--- src/rtl/pipeline_hazard_ctrl.sv ---
// -----------------------------------------------------------------------------
// pipeline_hazard_ctrl
//
// Central hazard/sequencing controller for a 5-stage MIPS pipeline
// (IF/ID/EX/MEM/WB) that has no forwarding network. Branches resolve in MEM,
// jr resolves in EX, j/jal resolve in ID. The block produces the PC and
// pipeline-register load/flush controls for RAW stalls, control redirects and
// a halt/drain sequence. It also keeps saturating stall/flush statistics and
// a sticky stall watchdog.
//
// Ports:
//   i_clk            system clock, rising edge
//   i_reset          asynchronous, active-high reset
//   i_id_rs/i_id_rt  source register fields of the instruction in ID
//   i_id_uses_rs/rt  ID instruction actually reads rs / rt
//   i_ex_reg_write   EX instruction writes the register file
//   i_ex_write_reg   EX destination register (after RegDst mux)
//   i_m_reg_write    MEM instruction writes the register file
//   i_m_write_reg    MEM destination register
//   i_id_jump        j/jal decoded in ID
//   i_ex_jr          jr in EX
//   i_pc_src         branch taken, resolved in MEM
//   i_halt           level request to drain and hold the pipeline
//   o_pc_write       PC load enable
//   o_ifid_write     IF/ID load enable
//   o_ifid_flush     load a bubble into IF/ID
//   o_idex_flush     load a bubble into ID/EX
//   o_exmem_flush    load a bubble into EX/MEM
//   o_redirect       PC source: 0 PC+4, 1 jump, 2 jr, 3 branch
//   o_drained        pipeline empty and held
//   o_hazard_err     sticky watchdog flag (consecutive stall limit reached)
//   o_stall_count    saturating count of RAW-stall cycles
//   o_flush_count    saturating count of redirect cycles
//
// State      | meaning
// -----------+-----------------------------------------------------------------
// ST_RUN     | normal operation, stall/redirect priority rules apply
// ST_DRAIN   | fetch frozen, bubbles fed into IF/ID until older work retires
// ST_HALTED  | pipeline empty and held until Halt drops
// -----------------------------------------------------------------------------
module pipeline_hazard_ctrl #(
    parameter int DRAIN_CYCLES = 4,
    parameter int MAX_STALL    = 8
) (
    input  logic        i_clk,
    input  logic        i_reset,
    input  logic [4:0]  i_id_rs,
    input  logic [4:0]  i_id_rt,
    input  logic        i_id_uses_rs,
    input  logic        i_id_uses_rt,
    input  logic        i_ex_reg_write,
    input  logic [4:0]  i_ex_write_reg,
    input  logic        i_m_reg_write,
    input  logic [4:0]  i_m_write_reg,
    input  logic        i_id_jump,
    input  logic        i_ex_jr,
    input  logic        i_pc_src,
    input  logic        i_halt,
    output logic        o_pc_write,
    output logic        o_ifid_write,
    output logic        o_ifid_flush,
    output logic        o_idex_flush,
    output logic        o_exmem_flush,
    output logic [1:0]  o_redirect,
    output logic        o_drained,
    output logic        o_hazard_err,
    output logic [31:0] o_stall_count,
    output logic [31:0] o_flush_count
);

    localparam int DW = (DRAIN_CYCLES < 1) ? 1 : $clog2(DRAIN_CYCLES + 1);
    localparam int SW = (MAX_STALL < 1) ? 1 : $clog2(MAX_STALL + 1);

    localparam logic [DW-1:0] DRAIN_LOAD = DW'(DRAIN_CYCLES);
    localparam logic [DW-1:0] DRAIN_ONE  = DW'(1);
    localparam logic [SW-1:0] STALL_MAX  = SW'(MAX_STALL);
    localparam logic [SW-1:0] STALL_ONE  = SW'(1);

    localparam logic [1:0] RD_PC4    = 2'd0;
    localparam logic [1:0] RD_JUMP   = 2'd1;
    localparam logic [1:0] RD_JR     = 2'd2;
    localparam logic [1:0] RD_BRANCH = 2'd3;

    typedef enum logic [1:0] {
        ST_RUN    = 2'd0,
        ST_DRAIN  = 2'd1,
        ST_HALTED = 2'd2
    } state_t;

    state_t          r_state;
    state_t          w_state_nxt;
    logic [DW-1:0]   r_drain_cnt;
    logic [DW-1:0]   w_drain_nxt;
    logic [SW-1:0]   r_stall_run;
    logic            r_hazard_err;
    logic [31:0]     r_stall_count;
    logic [31:0]     r_flush_count;

    logic            w_rs_hit;
    logic            w_rt_hit;
    logic            w_raw;
    logic            w_stall_cyc;
    logic            w_redirect_cyc;

    logic            w_pc_write;
    logic            w_ifid_write;
    logic            w_ifid_flush;
    logic            w_idex_flush;
    logic            w_exmem_flush;
    logic [1:0]      w_redirect;
    logic            w_drained;

    // WB is not compared: the register file writes in the first half cycle,
    // so an ID read in the same cycle already sees the value.
    assign w_rs_hit = i_id_uses_rs && (i_id_rs != 5'd0) &&
                      ((i_ex_reg_write && (i_id_rs == i_ex_write_reg)) ||
                       (i_m_reg_write  && (i_id_rs == i_m_write_reg)));

    assign w_rt_hit = i_id_uses_rt && (i_id_rt != 5'd0) &&
                      ((i_ex_reg_write && (i_id_rt == i_ex_write_reg)) ||
                       (i_m_reg_write  && (i_id_rt == i_m_write_reg)));

    assign w_raw = w_rs_hit || w_rt_hit;

    // -------------------------------------------------------------------------
    // Next state and output decode
    // -------------------------------------------------------------------------
    always_comb begin
        w_state_nxt   = r_state;
        w_drain_nxt   = r_drain_cnt;
        w_pc_write    = 1'b1;
        w_ifid_write  = 1'b1;
        w_ifid_flush  = 1'b0;
        w_idex_flush  = 1'b0;
        w_exmem_flush = 1'b0;
        w_redirect    = RD_PC4;
        w_drained     = 1'b0;
        w_stall_cyc   = 1'b0;

        case (r_state)
            ST_RUN: begin
                if (i_pc_src) begin
                    // A taken branch squashes everything younger than MEM,
                    // including any stalled instruction in ID.
                    w_redirect    = RD_BRANCH;
                    w_ifid_flush  = 1'b1;
                    w_idex_flush  = 1'b1;
                    w_exmem_flush = 1'b1;
                end else if (i_ex_jr) begin
                    w_redirect   = RD_JR;
                    w_ifid_flush = 1'b1;
                    w_idex_flush = 1'b1;
                end else if (w_raw) begin
                    w_pc_write   = 1'b0;
                    w_ifid_write = 1'b0;
                    w_idex_flush = 1'b1;
                    w_stall_cyc  = 1'b1;
                end else if (i_id_jump) begin
                    // The jump itself advances into EX; only the
                    // wrong-path fetch behind it is squashed.
                    w_redirect   = RD_JUMP;
                    w_ifid_flush = 1'b1;
                end else if (i_halt) begin
                    w_state_nxt = ST_DRAIN;
                    w_drain_nxt = DRAIN_LOAD;
                end
            end

            ST_DRAIN: begin
                // PC is frozen on the first unexecuted instruction while
                // bubbles follow the older instructions out of the pipe.
                w_pc_write   = 1'b0;
                w_ifid_flush = 1'b1;
                if (i_pc_src) begin
                    w_pc_write    = 1'b1;
                    w_redirect    = RD_BRANCH;
                    w_idex_flush  = 1'b1;
                    w_exmem_flush = 1'b1;
                    w_drain_nxt   = DRAIN_LOAD;
                end else if (i_ex_jr) begin
                    w_pc_write   = 1'b1;
                    w_redirect   = RD_JR;
                    w_idex_flush = 1'b1;
                    w_drain_nxt  = DRAIN_LOAD;
                end else if (w_raw) begin
                    // Keep the stalled ID instruction; it must still retire.
                    w_ifid_write = 1'b0;
                    w_ifid_flush = 1'b0;
                    w_idex_flush = 1'b1;
                    w_stall_cyc  = 1'b1;
                end else begin
                    if (i_id_jump) begin
                        w_pc_write = 1'b1;
                        w_redirect = RD_JUMP;
                    end
                    if (r_drain_cnt <= DRAIN_ONE) begin
                        w_state_nxt = ST_HALTED;
                        w_drain_nxt = '0;
                    end else begin
                        w_drain_nxt = r_drain_cnt - DRAIN_ONE;
                    end
                end
            end

            ST_HALTED: begin
                w_pc_write   = 1'b0;
                w_ifid_flush = 1'b1;
                // Drained drops in the same cycle Halt is seen low.
                w_drained    = i_halt;
                if (!i_halt) begin
                    w_state_nxt = ST_RUN;
                end
            end

            default: begin
                w_state_nxt = ST_RUN;
                w_drain_nxt = '0;
            end
        endcase

        // While reset is held everything is squashed and nothing loads
        // except the bubbles.
        if (i_reset) begin
            w_pc_write    = 1'b0;
            w_ifid_write  = 1'b0;
            w_ifid_flush  = 1'b1;
            w_idex_flush  = 1'b1;
            w_exmem_flush = 1'b1;
            w_redirect    = RD_PC4;
            w_drained     = 1'b0;
        end
    end

    assign w_redirect_cyc = (w_redirect != RD_PC4);

    // -------------------------------------------------------------------------
    // State register
    // -------------------------------------------------------------------------
    always_ff @(posedge i_clk or posedge i_reset) begin
        if (i_reset) begin
            r_state     <= ST_RUN;
            r_drain_cnt <= '0;
        end else begin
            r_state     <= w_state_nxt;
            r_drain_cnt <= w_drain_nxt;
        end
    end

    // -------------------------------------------------------------------------
    // Statistics counters
    // -------------------------------------------------------------------------
    always_ff @(posedge i_clk or posedge i_reset) begin
        if (i_reset) begin
            r_stall_count <= '0;
            r_flush_count <= '0;
        end else begin
            if (w_stall_cyc && (r_stall_count != 32'hFFFF_FFFF)) begin
                r_stall_count <= r_stall_count + 32'd1;
            end
            if (w_redirect_cyc && (r_flush_count != 32'hFFFF_FFFF)) begin
                r_flush_count <= r_flush_count + 32'd1;
            end
        end
    end

    // -------------------------------------------------------------------------
    // Stall watchdog: run length of consecutive stall cycles. The run counter
    // holds while HALTED since no counters move in that state.
    // -------------------------------------------------------------------------
    always_ff @(posedge i_clk or posedge i_reset) begin
        if (i_reset) begin
            r_stall_run  <= '0;
            r_hazard_err <= 1'b0;
        end else begin
            if (w_stall_cyc) begin
                if (r_stall_run < STALL_MAX) begin
                    r_stall_run <= r_stall_run + STALL_ONE;
                end
                if ((r_stall_run + STALL_ONE) >= STALL_MAX) begin
                    r_hazard_err <= 1'b1;
                end
            end else if (r_state != ST_HALTED) begin
                r_stall_run <= '0;
            end
        end
    end

    assign o_pc_write    = w_pc_write;
    assign o_ifid_write  = w_ifid_write;
    assign o_ifid_flush  = w_ifid_flush;
    assign o_idex_flush  = w_idex_flush;
    assign o_exmem_flush = w_exmem_flush;
    assign o_redirect    = w_redirect;
    assign o_drained     = w_drained;
    assign o_hazard_err  = r_hazard_err;
    assign o_stall_count = r_stall_count;
    assign o_flush_count = r_flush_count;

endmodule
--- config.mk ---
export PLATFORM = sky130hd
export DESIGN_NAME = pipeline_hazard_ctrl
export DESIGN_NICKNAME = d
export VERILOG_FILES = /design/src/rtl/pipeline_hazard_ctrl.sv
export SDC_FILE = /design/constraint.sdc
export NUM_CORES = 1
export LEC_CHECK = 0
export ABC_CLOCK_PERIOD_IN_PS = 3500
export CAP_MARGIN = 20
export CORE_MARGIN = 10
export CORE_UTILIZATION = 45
export DETAILED_ROUTE_END_ITERATION = 8
export PLACE_DENSITY = 0.75
export SLEW_MARGIN = 20
export SYNTH_ARGS = -nofsm -noshare
export SYNTH_HDL_FRONTEND = slang
export SYNTH_SLANG_ARGS = --single-unit
--- constraint.sdc ---
create_clock -name i_clk -period 3.5 [get_ports i_clk]
set_input_delay 0.7 -clock i_clk [delete_from_list [all_inputs] [get_ports i_clk]]
set_output_delay 0.7 -clock i_clk [all_outputs]
set_load 0.03 [all_outputs]
==> results by group <==
Final layout
  • N_diodes: 0
  • Multi-input combinational cell area: 0.002026 mm2
  • Fin util: 61.76%
  • Most frequent cells in the layout: clkdlybuf4s50_1 (96), dfrtp_1 (74), xnor2_1 (56)
  • Fill cell count: 746
  • Area added between synthesis and finish: 34.59%
  • Share of layout cells above drive strength 1: 12.90%
  • Register area: 0.001852 mm2
  • Nets: 526
  • Commonest non-fill, non-tap cell in the layout: clkdlybuf4s50_1

Global route
  • Total grt overflow: 0
  • Number of global-route vias before repair: 3456
  • Largest net degree at the start of global routing: 75
  • First-pass GRT wire length: 16930 um
  • Total global-route track usage: 15.72%
  • Initial antenna violation count: 0

Power and ir drop
  • Seq pwr share: 46.1%
  • Leakage power: 2.193 nW
  • Switching pwr: 0.7025 mW
  • Peak VDD IR: 0.0004495 V
  • Power Dens Cells: 411.3 mW/mm2
  • Clock power share: 30.8%
  • Combinational power share: 23.1%
  • Switching Share: 31.87%
  • Pint: 1.502 mW

Yosys
  • Synth Net Count: 412
  • Netlist Area Pre-Place: 0.003983 mm2
  • Synth async-reset ratio: 100.0%
  • Register area share after synthesis: 46.50%
  • Post-synth EDFFs: 0
  • Cells after Synth: 377
  • Synth Register Bits: 74
  • Distinct cells, synth: 47
  • Mapped Avg Cell Area: 10.56 um2
  • Yosys warns: 0
  • Synth Flop Type: dfrtp_1

Clocking
  • TritonCTS buffer count: 9
  • # H-tree levels: 3
  • Clock tree buffer depth: 2
  • Root buffer cell: clkbuf_8
  • Hold Buf Count CTS: 0
  • Skew-Pair Late Insertion Delay: 0.35 ns
  • CTS clk-pin slew, worst paths: 0.08 ns
  • CTS Sinks: 74
  • TritonCTS clock tree: built

Worst setup path
  • WS Path Type: in -> out
  • CP Max Fanout: 6
  • Setup crit start: i_id_rt[4]
  • Crit start category: primary input
  • Critical Path RT: 2.80 ns
  • Critical Path End Type: output port
  • R2r startpoint: o_stall_count[3]
  • FF-to-FF path depth: 5
  • CP arrival: 2.75 ns

Route
  • Drt first-iter violations: 109
  • DR vias: 3228
  • Routed Antenna Nets: 0
  • DRC viols: 0
  • Avg WL per Cell: 16.62 um
  • Number of vias per cell: 5.344
  • Routed wire length: 10040 um
  • Drt first pass iters: 4

Min path
  • Worst Min Path Start: o_hazard_err
  • Hold Crit Class: reg -> reg
  • Cell count of the worst hold path: 1

STA
  • Period utilization: 98.63%
  • Relative slew slack: 38.05%
  • Clock skew: 0.01241 ns
  • Slew Viols, Final: 0
  • Minimum clock period: 3.452 ns
  • Slew @ Worst Pin: 0.9292 ns
  • Final Hold Fails: 0
  • Unrepaired setup endpoints after global routing: false
  • Setup violators final: 0
  • Post-route setup TNS: 0 ns
  • Max Clock Freq: 0.2897 GHz

Floorplanning
  • # IOs: 103
  • Die ar.: 0.01301 mm2
  • Std cell rows: 34
  • Die Y: 114.1 um
  • Core area: 0.008678 mm2
  • Initial core utilization: 45.89%
  • Die Wd: 114.1 um

Placement
  • Routability cong.: 0.8002
  • Final HPWL DP: 7546 um
  • I/O Buffers: 102

Run
  • Number of max-cap violations: 0

Outcome
  • Run status: complete, no violations
==> logic make-up (layout without fill, tap and decap cells) <==
kind of cell    count (synthesis)  in the layout  share of synthesized area (%)
fa+ha+maj                       5              5                          1.571
xor+xnor                       82             82                          18.03
buf+inv                        22            141                          2.796
compound gates                 30             30                          5.498
simple gates                  158            158                          23.91
mux                             6              6                          1.696
flops                          74             74                          46.50
==> stage by stage <==
step / hold WS [ns] / cells / power, mW / instance area, um2 / setup WS, ns
after detailed placement: 0.4519 / 588 / 1.543 / 5151 / 0.08287
after floorplan: 0.4720 / 377 / 1.327 / 3986 / 0.3092
final: 0.4633 / 604 / 2.205 / 5360 / 0.04787
after global placement: 0.4426 / 588 / 1.535 / 5151 / 0.1073
after global routing: 0.4877 / 604 / 2.319 / 5360 / 0.01562
after CTS: 0.4707 / 604 / 2.233 / 5354 / 0.07351
==> routing by layer <==
layer	GRT usage (%)	vias up	part of all wire (%)
li1	-	1573	-
met1	18.50	1569	43
met2	26.12	73	49
met3	6.342	13	7.1
met4	3.926	0	1.4
met5	0	-	0
==> synthesized netlist by cell type, types with 2 or more instances <==
master	instances	area, um2
nor2_1	16	60.06
or4_1	3	22.52
mux2_2	5	56.30
o21ai_0	6	30.03
and2_1	5	31.28
ha_1	5	62.56
nor2b_1	2	12.51
nand2_1	28	105.1
dfrtp_1	74	1852
buf_6	3	33.78
a32oi_1	2	17.52
nand3_2	11	110.1
nor4_1	9	56.30
buf_2	2	10.01
a22o_1	2	17.52
a21oi_1	5	25.02
nor3_1	10	50.05
xor2_1	26	227.7
and4_1	7	61.31
a31oi_1	3	18.77
o21ai_2	2	17.52
nand3b_1	4	30.03
xnor2_1	56	490.5
nand3_1	18	90.09
clkbuf_1	6	22.52
and3_1	12	75.07
a21o_1	2	15.01
inv_1	10	37.54
nand4_1	25	156.4
==> final cells by class <==
class / instances / area share, %
clock inverters: 6 / 1.214
clock buffers: 10 / 2.568
flip-flops and latches: 74 / 34.55
inverters: 10 / 0.7703
multi-input cells: 281 / 37.79
well taps: 108 / 2.521
repair buffers: 115 / 20.59
==> timing repair <==
action	CTS	global route
gates resized for setup	0	2
buffers inserted	0	0
endpoints found under the setup margin	0	2
==> registers in the layout (all words and copies together) (netlist names) <==
| signal | flops |
|---|---|
| o_flush_count | 32 |
| r_stall_run | 4 |
| r_drain_cnt | 3 |
| o_hazard_err | 1 |
| r_state | 2 |
| o_stall_count | 32 |
==> worst max-delay path, cell delays in order <==
cell and delay [ns]:
clkdlybuf4s50_1 0.48, xor2_1 0.18, nor4_1 0.39, a32oi_1 0.14, o22a_2 0.31, and2_2 0.20, o21ai_0 0.15, buf_4 0.19
==> path summary, 6_finish.rpt <==
kind	slack [ns]	end
setup / recovery	0.05	o_idex_flush
hold / removal	0.46	o_hazard_err
setup reg to reg	1.14	o_stall_count[22]
hold reg to reg	0.46	o_hazard_err
max in group asynchronous	1.72	o_flush_count[6]
min in group asynchronous	1.15	o_hazard_err
==> power groups by stage <==
stage	Clock, mW	Sequential [mW]	Combinational, mW
2_1_floorplan	0	1.09	0.238
3_3_place_gp	0	1.03	0.507
3_5_place_dp	0	1.03	0.512
4_1_cts	0.701	1.02	0.515
5_1_grt	0.732	1.03	0.558
6_report	0.678	1.02	0.509
Note: power is estimated with default switching activity, not from simulation.
